### src/rtl/cpu_ctrl.sv
// Multi-cycle fetch/decode/sequencing controller for the 16-bit lab processor.
// Owns PC, IR and a 16x16 register file; drives an external ALU and commits its results.
module cpu_ctrl #(
  parameter int PC_W  = 8,
  parameter int NREGS = 16
) (
  input  logic            clk,
  input  logic            rst_n,
  input  logic            run,
  output logic [PC_W-1:0] imem_addr,
  input  logic [15:0]     imem_rdata,
  output logic [15:0]     alu_a,
  output logic [15:0]     alu_b,
  output logic [3:0]      alu_s,
  input  logic [15:0]     alu_f,
  input  logic            alu_ovf,
  input  logic            alu_take_branch,
  output logic [PC_W-1:0] pc,
  output logic [2:0]      state_o,
  output logic            halted,
  output logic            ovf_sticky,
  input  logic [3:0]      dbg_addr,
  output logic [15:0]     dbg_data
);

  typedef enum logic [2:0] {
    S_IDLE      = 3'd0,
    S_FETCH     = 3'd1,
    S_DECODE    = 3'd2,
    S_EXECUTE   = 3'd3,
    S_WRITEBACK = 3'd4,
    S_HALTED    = 3'd5
  } state_t;

  localparam logic [3:0] OP_ADD  = 4'h0;
  localparam logic [3:0] OP_BEQ  = 4'h6;
  localparam logic [3:0] OP_BNE  = 4'h7;
  localparam logic [3:0] OP_XOR  = 4'h8;
  localparam logic [3:0] OP_LDI  = 4'h9;
  localparam logic [3:0] OP_HALT = 4'hF;

  state_t          state;
  logic [15:0]     ir;
  logic [15:0]     result_q;
  logic            branch_q;
  logic            ovf_q;
  logic [15:0]     regs [NREGS];

  logic [3:0]      op, rd, rs, rt;
  logic [PC_W-1:0] pc_inc, pc_br;
  logic [15:0]     imm16;

  assign op     = ir[15:12];
  assign rd     = ir[11:8];
  assign rs     = ir[7:4];
  assign rt     = ir[3:0];
  assign imm16  = {{8{ir[7]}}, ir[7:0]};
  assign pc_inc = pc + PC_W'(1);
  assign pc_br  = pc_inc + PC_W'($signed(ir[7:0]));

  function automatic logic is_alu_op(input logic [3:0] o);
    return (o <= 4'd5) || (o == OP_XOR);
  endfunction

  // Memory is synchronous: the word for imem_addr presented in FETCH arrives in DECODE.
  assign imem_addr = pc;
  assign state_o   = state;
  assign halted    = (state == S_HALTED);
  assign dbg_data  = regs[dbg_addr];

  // ALU inputs are live only in EXECUTE so result_q captures the ALU in the same cycle.
  always_comb begin
    alu_a = '0;
    alu_b = '0;
    alu_s = '0;
    if (state == S_EXECUTE) begin
      if (is_alu_op(op)) begin
        alu_s = op;
        alu_a = regs[rs];
        alu_b = regs[rt];
      end else if (op == OP_BEQ || op == OP_BNE) begin
        alu_s = op;
        alu_a = regs[rd];
      end
    end
  end

  always_ff @(posedge clk) begin
    if (!rst_n) begin
      state      <= S_IDLE;
      pc         <= '0;
      ir         <= '0;
      result_q   <= '0;
      branch_q   <= 1'b0;
      ovf_q      <= 1'b0;
      ovf_sticky <= 1'b0;
      for (int i = 0; i < NREGS; i++) regs[i] <= '0;
    end else begin
      case (state)
        S_IDLE: if (run) state <= S_FETCH;
        S_FETCH: state <= S_DECODE;
        S_DECODE: begin
          ir    <= imem_rdata;
          state <= S_EXECUTE;
        end
        S_EXECUTE: begin
          result_q <= alu_f;
          branch_q <= alu_take_branch;
          ovf_q    <= alu_ovf;
          state    <= (op == OP_HALT) ? S_HALTED : S_WRITEBACK;
        end
        S_WRITEBACK: begin
          if (is_alu_op(op)) begin
            regs[rd] <= result_q;
            pc       <= pc_inc;
            if (op == OP_ADD) ovf_sticky <= ovf_sticky | ovf_q;
          end else if (op == OP_BEQ || op == OP_BNE) begin
            pc <= branch_q ? pc_br : pc_inc;
          end else if (op == OP_LDI) begin
            regs[rd] <= imm16;
            pc       <= pc_inc;
          end else if (op != OP_HALT) begin
            pc <= pc_inc;
          end
          state <= run ? S_FETCH : S_IDLE;
        end
        S_HALTED: state <= S_HALTED;
        default:  state <= S_IDLE;
      endcase
    end
  end

endmodule
### config.mk
export PLATFORM = sky130hd
export DESIGN_NAME = cpu_ctrl
export DESIGN_NICKNAME = d
export VERILOG_FILES = /design/src/rtl/cpu_ctrl.sv
export SDC_FILE = /design/constraint.sdc
export NUM_CORES = 1
export LEC_CHECK = 0
export BUFFER_PORTS_ARGS = -buffer_cell sky130_fd_sc_hd__buf_2
export CAP_MARGIN = 20
export CORE_MARGIN = 2
export CORE_UTILIZATION = 53
export DETAILED_ROUTE_END_ITERATION = 12
export PLACE_DENSITY_LB_ADDON = 0.1
export SLEW_MARGIN = 20
export SYNTH_ARGS = -nofsm -noshare
export SYNTH_HDL_FRONTEND = slang
export SYNTH_SLANG_ARGS = --single-unit
export TNS_END_PERCENT = 30
### constraint.sdc
create_clock -name clk -period 2.3 [get_ports clk]
set_input_delay 0.115 -clock clk [delete_from_list [all_inputs] [get_ports clk]]
set_output_delay 0.115 -clock clk [all_outputs]
set_load 0.02 [all_outputs]
# Word-level counts from Yosys, hierarchy flattened
# Memories as Yosys holds them, arrays and structs flattened. A register that Yosys moved wholly into a read port is not among the register bits.
# Index checks and enable logic that the tools add are counted.
[classes]
add_sub_neg = 2
eq_ne = 12
muxes = 38
reduce_logical = 8
bitwise = 2
order_cmp = 1
[ops]
columns = ["op", "n"]
rows = [
  ["2-to-1 mux 16 bit", 7],
  ["2-to-1 mux 4 bit", 10],
  ["2-to-1 mux 8 bit", 5],
  ["case mux 3 bit (6 select lines)", 1],
  ["OR reduction 16 bit", 1],
  ["2-to-1 mux 1 bit", 14],
  ["equality test 4 bit (second input constant)", 3],
  ["adder 8 x 1 -> 8 bit (second input constant)", 1],
  ["adder 8 bit", 1],
  ["equality test 4 x 3 -> 1 bit (second input constant)", 2],
  ["equality test 3 x 2 -> 1 bit (second input constant)", 2],
  ["equality test 3 bit (second input constant)", 2],
  ["less-or-equal comparator 4 x 3 -> 1 bit (second input constant)", 1],
  ["logical NOT 4 bit", 1],
  ["!= test 4 bit (second input constant)", 1],
  ["nonzero test 4 bit", 1],
  ["equality test 3 x 1 -> 1 bit (second input constant)", 1],
  ["logical NOT 3 bit", 1],
  ["2-to-1 mux 3 bit", 1],
  ["AND reduction 3 bit", 1],
  ["logical OR 1 bit", 2],
  ["!= test 2 bit (second input constant)", 1],
  ["bitwise OR 1 bit", 2],
  ["AND reduction 2 bit", 1],
]
[word_totals]
input_bits = 41
ff_bits = 46
ramBits = 256
elab_cells = 71
n_memories = 1
output_inout_bits = 73
[memory_table]
columns = ["name", "depth", "width", "rd", "rd_ports_with_merged_regs", "wr", "line", "text"]
rows = [
  ["regs", 16, 16, 4, 3, 16, "47", "logic [15:0] regs [NREGS];"],
]

# Depth between registers and ports, before layout
# Gate-level depths: netlist (run 1).
[depth]
ltp_word = 10
depth_mapped = 11
mapped_depth_nobuf = 10

# Least setup slack after synthesis (run 1)
# No wires, ideal clock.
[synth_path]
path_kind = "flip-flop to flip-flop"
from = "register pc[0] (netlist: imem_addr[0])"
to = "register pc[7] (netlist: imem_addr[7])"
t_arrival_ps = 2479
setup_slack_ps = -250
n_path_buf = 0
required_ps = 2228
synth_period_minus_slack_ps = 2550
path_stages_with_launch = 11
path_cell_list = "dfxtp_1 -> ha_1 -> nand3_1 -> xnor2_1 -> ha_1 -> nand3_1 -> o2111ai_1 -> o31ai_1 -> mux2i_1 -> mux2i_1 -> mux2i_1"
[synth_between]
elab_chain_cells = 5
elab_cells_between_ends = 7
classes_between = "add/sub: 2; mux: 5"
[synth_lines]
columns = ["element", "line", "text"]
rows = [
  ["start: declaration", "18", "output logic [PC_W-1:0] pc,"],
  ["start signal: assignment", "115", "pc <= pc_inc;"],
  ["start signal: assignment", "118", "pc <= branch_q ? pc_br : pc_inc;"],
  ["start signal: assignment", "121", "pc <= pc_inc;"],
  ["adder 8 x 1 -> 8 bit (*)", "58", "assign pc_inc = pc + PC_W'(1);"],
  ["adder 8 bit or 2-to-1 mux 8 bit (tied branches)", "59, 122", ""],
  ["2-to-1 mux 8 bit (on tied branches)", "118, 119", ""],
  ["2-to-1 mux 8 bit", "117", "end else if (op == OP_BEQ || op == OP_BNE) begin"],
  ["2-to-1 mux 8 bit (*)", "113", "if (is_alu_op(op)) begin"],
]
# Every way passes the cells marked *; elsewhere a longest branch is shown, timed or not. The select of a mux whose other input is x is not followed.
# A chain may end at the register's enable or synchronous reset.

==> results.rst, run 1 <==
.. list-table::
   :header-rows: 1

   * - Metric
     - Value
   * - Yosys synthesis warning count
     - 0
   * - Adder and majority gate portion of the synthesized area
     - 0.665%
   * - Post-synthesis instance area
     - 19,900 um^2
   * - End of the worst hold path
     - imem_addr[1]
   * - Top Ports
     - 114
   * - Initial core utilization
     - 53.3%
   * - Drt via density
     - 6.89
   * - Slew at the pin with the worst max-slew slack
     - 634 ps
   * - Worst slew margin
     - 57.8%
   * - Synthesized instance count
     - 1,382
   * - Die Y-Extent
     - 198 um
   * - Total area of multi-input combinational cells
     - 10,300 um^2
   * - Overall global routing resource usage
     - 34.3%
   * - Clock period minus final worst setup slack
     - 2730 ps
   * - Post-synthesis async set-or-reset flop share
     - 0%
   * - PD cells
     - 636 nW/um^2
   * - Clk sinks
     - 314
   * - Chip Width
     - 198 um
   * - CP required
     - 2180 ps
   * - Final number of setup-violating endpoints
     - 33
   * - F_max
     - 366 MHz
   * - Grt total ovfl
     - 0
   * - Detail-routed net length per standard cell
     - 31.8 um
   * - Setup CP Type
     - reg -> out
   * - Number of standard cells in the layout, taps in and fillers out
     - 2,121
   * - Violations in the final reports
     - setup timing
   * - Source of the worst register-to-register timing path
     - imem_addr[0]
   * - Min setup slack post-route
     - -433 ps
   * - Number of cells traversed by the worst hold path
     - 3
   * - Register-to-register path setup slack
     - -110 ps
   * - TritonCTS clock tree
     - done
   * - Post-Syn Nets
     - 1,433
   * - Area taken by flip-flops and latches
     - 8870 um^2
   * - # Max-Cap Violations
     - 0
   * - Row count
     - 71
   * - Worst Setup Slack post-DPL
     - -157 ps
   * - Antenna-violating nets left
     - 0
   * - Core area
     - 37,400 um^2
   * - Fraction of the mapped netlist area in compound gates
     - 3.64%
   * - RSZ-0062 raised after global routing
     - yes
   * - Count of different cell masters after synthesis
     - 50
   * - Mux contribution to synthesized area
     - 36.7%
   * - Mean instance size in the synthesized netlist
     - 14.4 um^2
   * - Post-route total power
     - 15.4 mW
   * - Number of register bits inferred by synthesis
     - 314
   * - Launching element type of the critical path
     - flop
   * - Clock input transition at the sequential cells of the worst setup and hold paths
     - 60 ps
   * - H-tree depth
     - 2
   * - Main flop type after synthesis
     - sky130_fd_sc_hd__edfxtp_1
   * - Overall die area
     - 39,200 um^2
   * - Remaining design rule violation count
     - 0
   * - Count of input and output buffers
     - 113
   * - Number of buffers on the longest clock path
     - 3
   * - Start point of the worst hold path
     - rst_n
   * - Antenna diode count
     - 0
   * - Peak supply drop
     - 0.587 mV
   * - Synthesized-area fraction occupied by xor and xnor cells
     - 0.483%
   * - Detailed-route via count
     - 14.6k
   * - Global-route wire length before repair
     - 95.1 mm
   * - Arrival time of the worst setup path
     - 2620 ps
   * - Part of the Yosys area used for sequential elements
     - 44.4%
   * - Worst hold margin
     - 138 ps
   * - Critical R2R Capture
     - imem_addr[7]
   * - Drt pass-1 iters
     - 5
   * - Placer congestion estimate
     - 0.874
   * - TritonCTS buffer count
     - 38
   * - Crit. End Element
     - output pin
   * - Sum of net half-perimeters after detailed placement
     - 40.3 mm
   * - Area fraction in and, or, nand and nor cells after synthesis
     - 9.61%
   * - Static leakage power
     - 8.31 nW
   * - R2R depth
     - 10
   * - Area added between synthesis and finish
     - 21.4%
   * - Crit-path max FO
     - 6
   * - Initial antenna violation count
     - 0
   * - Dominant combinational cell family by area after synthesis
     - multiplexers
   * - Run status
     - finished with violations
   * - Clock latency of the later-clocked register in the worst-skew pair
     - 540 ps
   * - Fin nets
     - 1,636
   * - Fraction of the cycle the final worst path needs
     - 119%
   * - Number of inserted filler cells in the final layout
     - 2,692
   * - Hold Path Class
     - in -> reg
   * - Clock Tree Root
     - sky130_fd_sc_hd__clkbuf_16
   * - Initial drt markers
     - 1,946
   * - Layout cell share with drive strength beyond 1
     - 44.6%
   * - Final hold violations
     - 0
   * - Wirelength, routed
     - 67.5 mm
   * - Post-Place Cells
     - 1,989
   * - Number of max-slew violations in the final report
     - 0
   * - Maximum number of pins on one net before global-route repair
     - 49
   * - Final setup skew
     - 19.7 ps
   * - EDFF count, synth
     - 256
   * - Number of global-route vias before repair
     - 14.3k
==> critical path, stage by stage, from the launching register on <==
cell	delay, ps
sky130_fd_sc_hd__dfxtp_4	400
sky130_fd_sc_hd__buf_4	220
sky130_fd_sc_hd__buf_16	160
sky130_fd_sc_hd__mux4_2	500
sky130_fd_sc_hd__mux4_2	480
sky130_fd_sc_hd__nor2b_1	150
sky130_fd_sc_hd__buf_2	160
==> where the power goes <==
part | internal, mW | switching (mW) | leakage [nW] | total [mW]
Sequential | 6.34 | 0.237 | 3.12 | 6.58
Clock | 3.65 | 2.42 | 0.607 | 6.07
Combinational | 1.46 | 1.30 | 4.58 | 2.75
==> metrics by stage <==
stage	util, %	TNS [ps]	area, um^2
2_1_floorplan	-	-19690	20000
3_3_place_gp	58.5	-127	21900
3_5_place_dp	58.5	-236	21900
4_1_cts	63.1	-12880	23600
5_1_grt	64.7	-14740	24200
6_report	64.7	-12740	24200
==> cells in the mapped netlist, drive strengths merged, types with 3 or more instances <==
| cell | count | share of area, % |
|---|---|---|
| mux4 | 317 | 36 |
| nor2 | 271 | 5.2 |
| edfxtp | 256 | 39 |
| nand2 | 106 | 2.1 |
| buf | 97 | 2.9 |
| dfxtp | 58 | 5.8 |
| clkbuf | 47 | 0.88 |
| a21boi | 35 | 1.3 |
| inv | 35 | 0.66 |
| a21oi | 20 | 1.0 |
| nor2b | 18 | 0.56 |
| o22ai | 16 | 0.50 |
| nand3 | 15 | 0.58 |
| mux2i | 14 | 0.77 |
| ha | 9 | 0.56 |
| o21ai | 9 | 0.23 |
| and2 | 7 | 0.22 |
| and3 | 7 | 0.22 |
| xnor2 | 7 | 0.31 |
| nor3b | 4 | 0.26 |
| o211a | 4 | 0.20 |
| xor2 | 4 | 0.18 |
| mux2 | 3 | 0.17 |
| nor3 | 3 | 0.075 |
| o211ai | 3 | 0.11 |
==> cell type report <==
type                    count  share of cell area [%]
clock buffers              43                    4.09
clock inverters            22                    1.00
well taps                 511                    2.64
multi-input cells         889                    42.7
inverters                  35                   0.543
repair buffers            307                    12.4
flip-flops and latches    314                    36.7
==> layer usage <==
metal,global-route usage [%],routed length (um),vias up,share of wire [%]
li1,-,-,5820,-
met1,45.6,23800,7421,35
met2,55.0,32000,1171,47
met3,7.85,8430,207,12
met4,14.1,3320,0,4.9
met5,0,0,-,0
==> registers in the layout (all words and copies together) (netlist names), named ones only <==
name        flops
branch_q        1
imem_addr       8
ir             16
ovf_q           1
ovf_sticky      1
regs          256
result_q       16
state_o         3
==> logic make-up after synthesis <==
kind of cell,Yosys count
DFF,314
AOI/OAI and AO/OA,94
and+or+nand+nor,440
muxes,334
xor gates and xnor gates,11
buffers and inverters,179
adders and majority gates,10
==> how the worst max path moves through the flow <==
stage                 start      endpoint  slack (ps)  cells past startpoint
2_1_floorplan    state_o[2]    regs[1][0]        -150                      8
3_3_place_gp   imem_addr[0]  imem_addr[7]        -130                     10
3_5_place_dp   imem_addr[0]  imem_addr[7]        -160                     10
4_1_cts                flop      alu_b[9]        -450                      5
5_1_grt                flop      alu_b[6]        -470                      6
6_report               flop      alu_b[4]        -430                      6
==> timing repair <==
item	CTS	global route
resized for setup	10	43
gates cloned	3	14
hold buffers	35	0
setup endpoints to repair	35	41
setup buffers	4	12
endpoints found under the hold margin	47	0
pin swaps	2	0
==> cells in the final DEF (no fill, tap or decap), types with 13 or more instances in the layout <==
master and n:
sky130_fd_sc_hd__a21boi_0 35, sky130_fd_sc_hd__buf_12 42, sky130_fd_sc_hd__buf_2 98, sky130_fd_sc_hd__buf_4 102, sky130_fd_sc_hd__buf_6 15, sky130_fd_sc_hd__clkbuf_16 50, sky130_fd_sc_hd__dfxtp_1 46, sky130_fd_sc_hd__dlygate4sd3_1 35
sky130_fd_sc_hd__edfxtp_1 256, sky130_fd_sc_hd__inv_1 30, sky130_fd_sc_hd__mux2i_1 13, sky130_fd_sc_hd__mux4_2 317, sky130_fd_sc_hd__nand2_1 87, sky130_fd_sc_hd__nand2_2 14, sky130_fd_sc_hd__nor2_1 268, sky130_fd_sc_hd__nor2b_1 16
sky130_fd_sc_hd__o22ai_1 13
No activity file was read; power rests on OpenSTA's default activity.
==> run 2, diff against run 1 <==
--- a/config.mk
+++ b/config.mk
@@ -10,7 +10,7 @@
 export CORE_MARGIN = 2
 export CORE_UTILIZATION = 53
 export DETAILED_ROUTE_END_ITERATION = 12
-export PLACE_DENSITY_LB_ADDON = 0.1
+export PLACE_DENSITY = 0.82
 export SLEW_MARGIN = 20
 export SYNTH_ARGS = -nofsm -noshare
 export SYNTH_HDL_FRONTEND = slang
==> run 2 against run 1 <==
Net effect: the flow still finishes with violations (setup timing); count of clock-buffer cells in the layout grew 3; first-iteration DRC count grew 21%; maximum frequency shrank 2.4%; critical path depth is the same; total power shrank 0.33%; die area is the same; sequential cell count is the same; combinational power is essentially flat; cell area shrank 0.53%; non-clock buffer count shrank 17; sequential power is essentially flat; final cell count shrank 0.85%; critical path type unchanged.
==> results.rst, run 2 (synthesis gave the netlist of run 1 again) <==
.. list-table::
   :header-rows: 1

   * - Metric
     - Value
   * - Run status
     - finished with violations
   * - Violations in the final reports
     - setup timing
   * - Global-route wire length before repair
     - 97.3 mm
   * - Sum of net half-perimeters after detailed placement
     - 39.8 mm
   * - Final setup skew
     - 18.0 ps
   * - Met2 Routed Length
     - 31.6 mm
   * - Row count
     - 71
   * - # Max-Cap Violations
     - 0
   * - Die Y-Extent
     - 198 um
   * - CP required
     - 2180 ps
   * - Layout cell share with drive strength beyond 1
     - 43.6%
   * - Initial core utilization
     - 53.3%
   * - Fin nets
     - 1,618
   * - Min setup slack post-route
     - -499 ps
   * - Count of input and output buffers
     - 113
   * - Clock period minus final worst setup slack
     - 2800 ps
   * - Placer congestion estimate
     - 0.934
   * - Most common cell after layout, fill and taps aside
     - sky130_fd_sc_hd__mux4_2
   * - Hold Path Class
     - in -> reg
   * - Clock Tree Root
     - sky130_fd_sc_hd__clkbuf_16
   * - Worst Setup Slack post-DPL
     - -198 ps
   * - Clk sinks
     - 314
   * - Top Ports
     - 114
   * - Drt pass-1 iters
     - 5
   * - TritonCTS buffer count
     - 37
   * - Crit-path max FO
     - 8
   * - Maximum number of pins on one net before global-route repair
     - 64
   * - Clock latency of the later-clocked register in the worst-skew pair
     - 530 ps
   * - Detailed-route via count
     - 15.1k
   * - Launching element type of the critical path
     - flop
   * - Antenna-violating nets left
     - 0
   * - Flip-flop count of the largest register after layout
     - 256
   * - Setup CP Type
     - reg -> out
   * - RSZ-0062 raised after global routing
     - yes
   * - Crit. End Element
     - output pin
   * - Slew at the pin with the worst max-slew slack
     - 753 ps
   * - Final number of setup-violating endpoints
     - 39
   * - Remaining design rule violation count
     - 0
   * - Number of standard cells in the layout, taps in and fillers out
     - 2,103
   * - Met1 wire length
     - 20.6 mm
   * - Drt via density
     - 7.17
   * - Detail-routed net length per standard cell
     - 32.1 um
   * - Final setup TNS
     - -12,280 ps
   * - Largest reg by FF count
     - regs
   * - Initial antenna violation count
     - 0
   * - TritonCTS clock tree
     - done
   * - Largest registers in the final layout
     - regs (256), ir (16), result_q (16)
   * - Grt total ovfl
     - 0
   * - Core area
     - 37,400 um^2
   * - Fraction of the cycle the final worst path needs
     - 122%
   * - Number of max-slew violations in the final report
     - 0
   * - H-tree depth
     - 2
   * - Post-Place Cells
     - 1,982
   * - Worst slew margin
     - 49.8%
   * - Most frequent cells in the layout
     - sky130_fd_sc_hd__mux4_2 (317), sky130_fd_sc_hd__nor2_1 (268), sky130_fd_sc_hd__edfxtp_1 (256), sky130_fd_sc_hd__buf_2 (99), sky130_fd_sc_hd__nand2_1 (87)
   * - Peak supply drop
     - 0.500 mV
   * - Post-route total power
     - 15.3 mW
   * - Number of inserted filler cells in the final layout
     - 2,430
   * - Highest routed layer
     - met4
   * - Overall global routing resource usage
     - 34.5%
   * - Met3 Routed Length
     - 10.5 mm
   * - Static leakage power
     - 8.22 nW
   * - Area added between synthesis and finish
     - 20.8%
   * - Arrival time of the worst setup path
     - 2680 ps
   * - Final hold violations
     - 0
   * - PD cells
     - 637 nW/um^2
   * - Number of global-route vias before repair
     - 15.4k
   * - Clock input transition at the sequential cells of the worst setup and hold paths
     - 60 ps
   * - Antenna diode count
     - 0
   * - Overall die area
     - 39,200 um^2
   * - Wirelength, routed
     - 67.5 mm
   * - F_max
     - 357 MHz
   * - Initial drt markers
     - 2,346
   * - Worst hold margin
     - 328 ps
   * - Chip Width
     - 198 um
   * - Number of buffers on the longest clock path
     - 3
==> run 2: final timing paths <==
check	from	to	slack, ps	cells after the start
min	rst_n	imem_addr[2]	330	3
max	flop	alu_b[11]	-500	6
min reg2reg	ovf_q	ovf_q	480	2
max reg2reg	imem_addr[0]	imem_addr[7]	-220	10
==> run 2: metrics by stage <==
stage	util, %	area [um^2]
2_1_floorplan	-	20000
3_3_place_gp	58.5	21900
3_5_place_dp	58.5	21900
4_1_cts	63.7	23800
5_1_grt	64.4	24100
6_report	64.4	24100
==> run 2: area by class of cell <==
class	instances	area [um^2]	share of cell area [%]
inverters	35	131	0.546
well taps	511	639	2.66
flip-flops and latches	314	8870	36.8
clock buffers	46	1030	4.29
clock inverters	18	193	0.800
repair buffers	290	2900	12.0
multi-input cells	889	10300	42.8
==> run 2: timing repair <==
action	4_1_cts	5_1_grt
setup endpoints to repair	35	54
hold buffers	35	0
gates cloned	5	6
pin swaps	1	1
gates resized for setup	33	28
endpoints found under the hold margin	47	0
setup buffers	8	3
==> run 2: metal layers <==
metal	GRT usage [%]	vias up
met3	10.6	359
met1	42.0	7323
li1	-	5802
met2	54.6	1585
met4	20.8	0
met5	0	-
==> run 2: where the power goes <==
part           internal [mW]  leakage (nW)  total, mW  switching, mW
Clock                   3.62         0.596       6.00           2.37
Sequential              6.34          3.12       6.59          0.252
Combinational           1.44          4.50       2.76           1.32
==> run 2: worst max-delay path: stages, from the launching register on <==
cell and delay [ps]:
sky130_fd_sc_hd__dfxtp_4 410, sky130_fd_sc_hd__buf_12 160, sky130_fd_sc_hd__buf_12 160, sky130_fd_sc_hd__mux4_2 560, sky130_fd_sc_hd__mux4_2 570, sky130_fd_sc_hd__nor2b_4 160, sky130_fd_sc_hd__buf_6 130
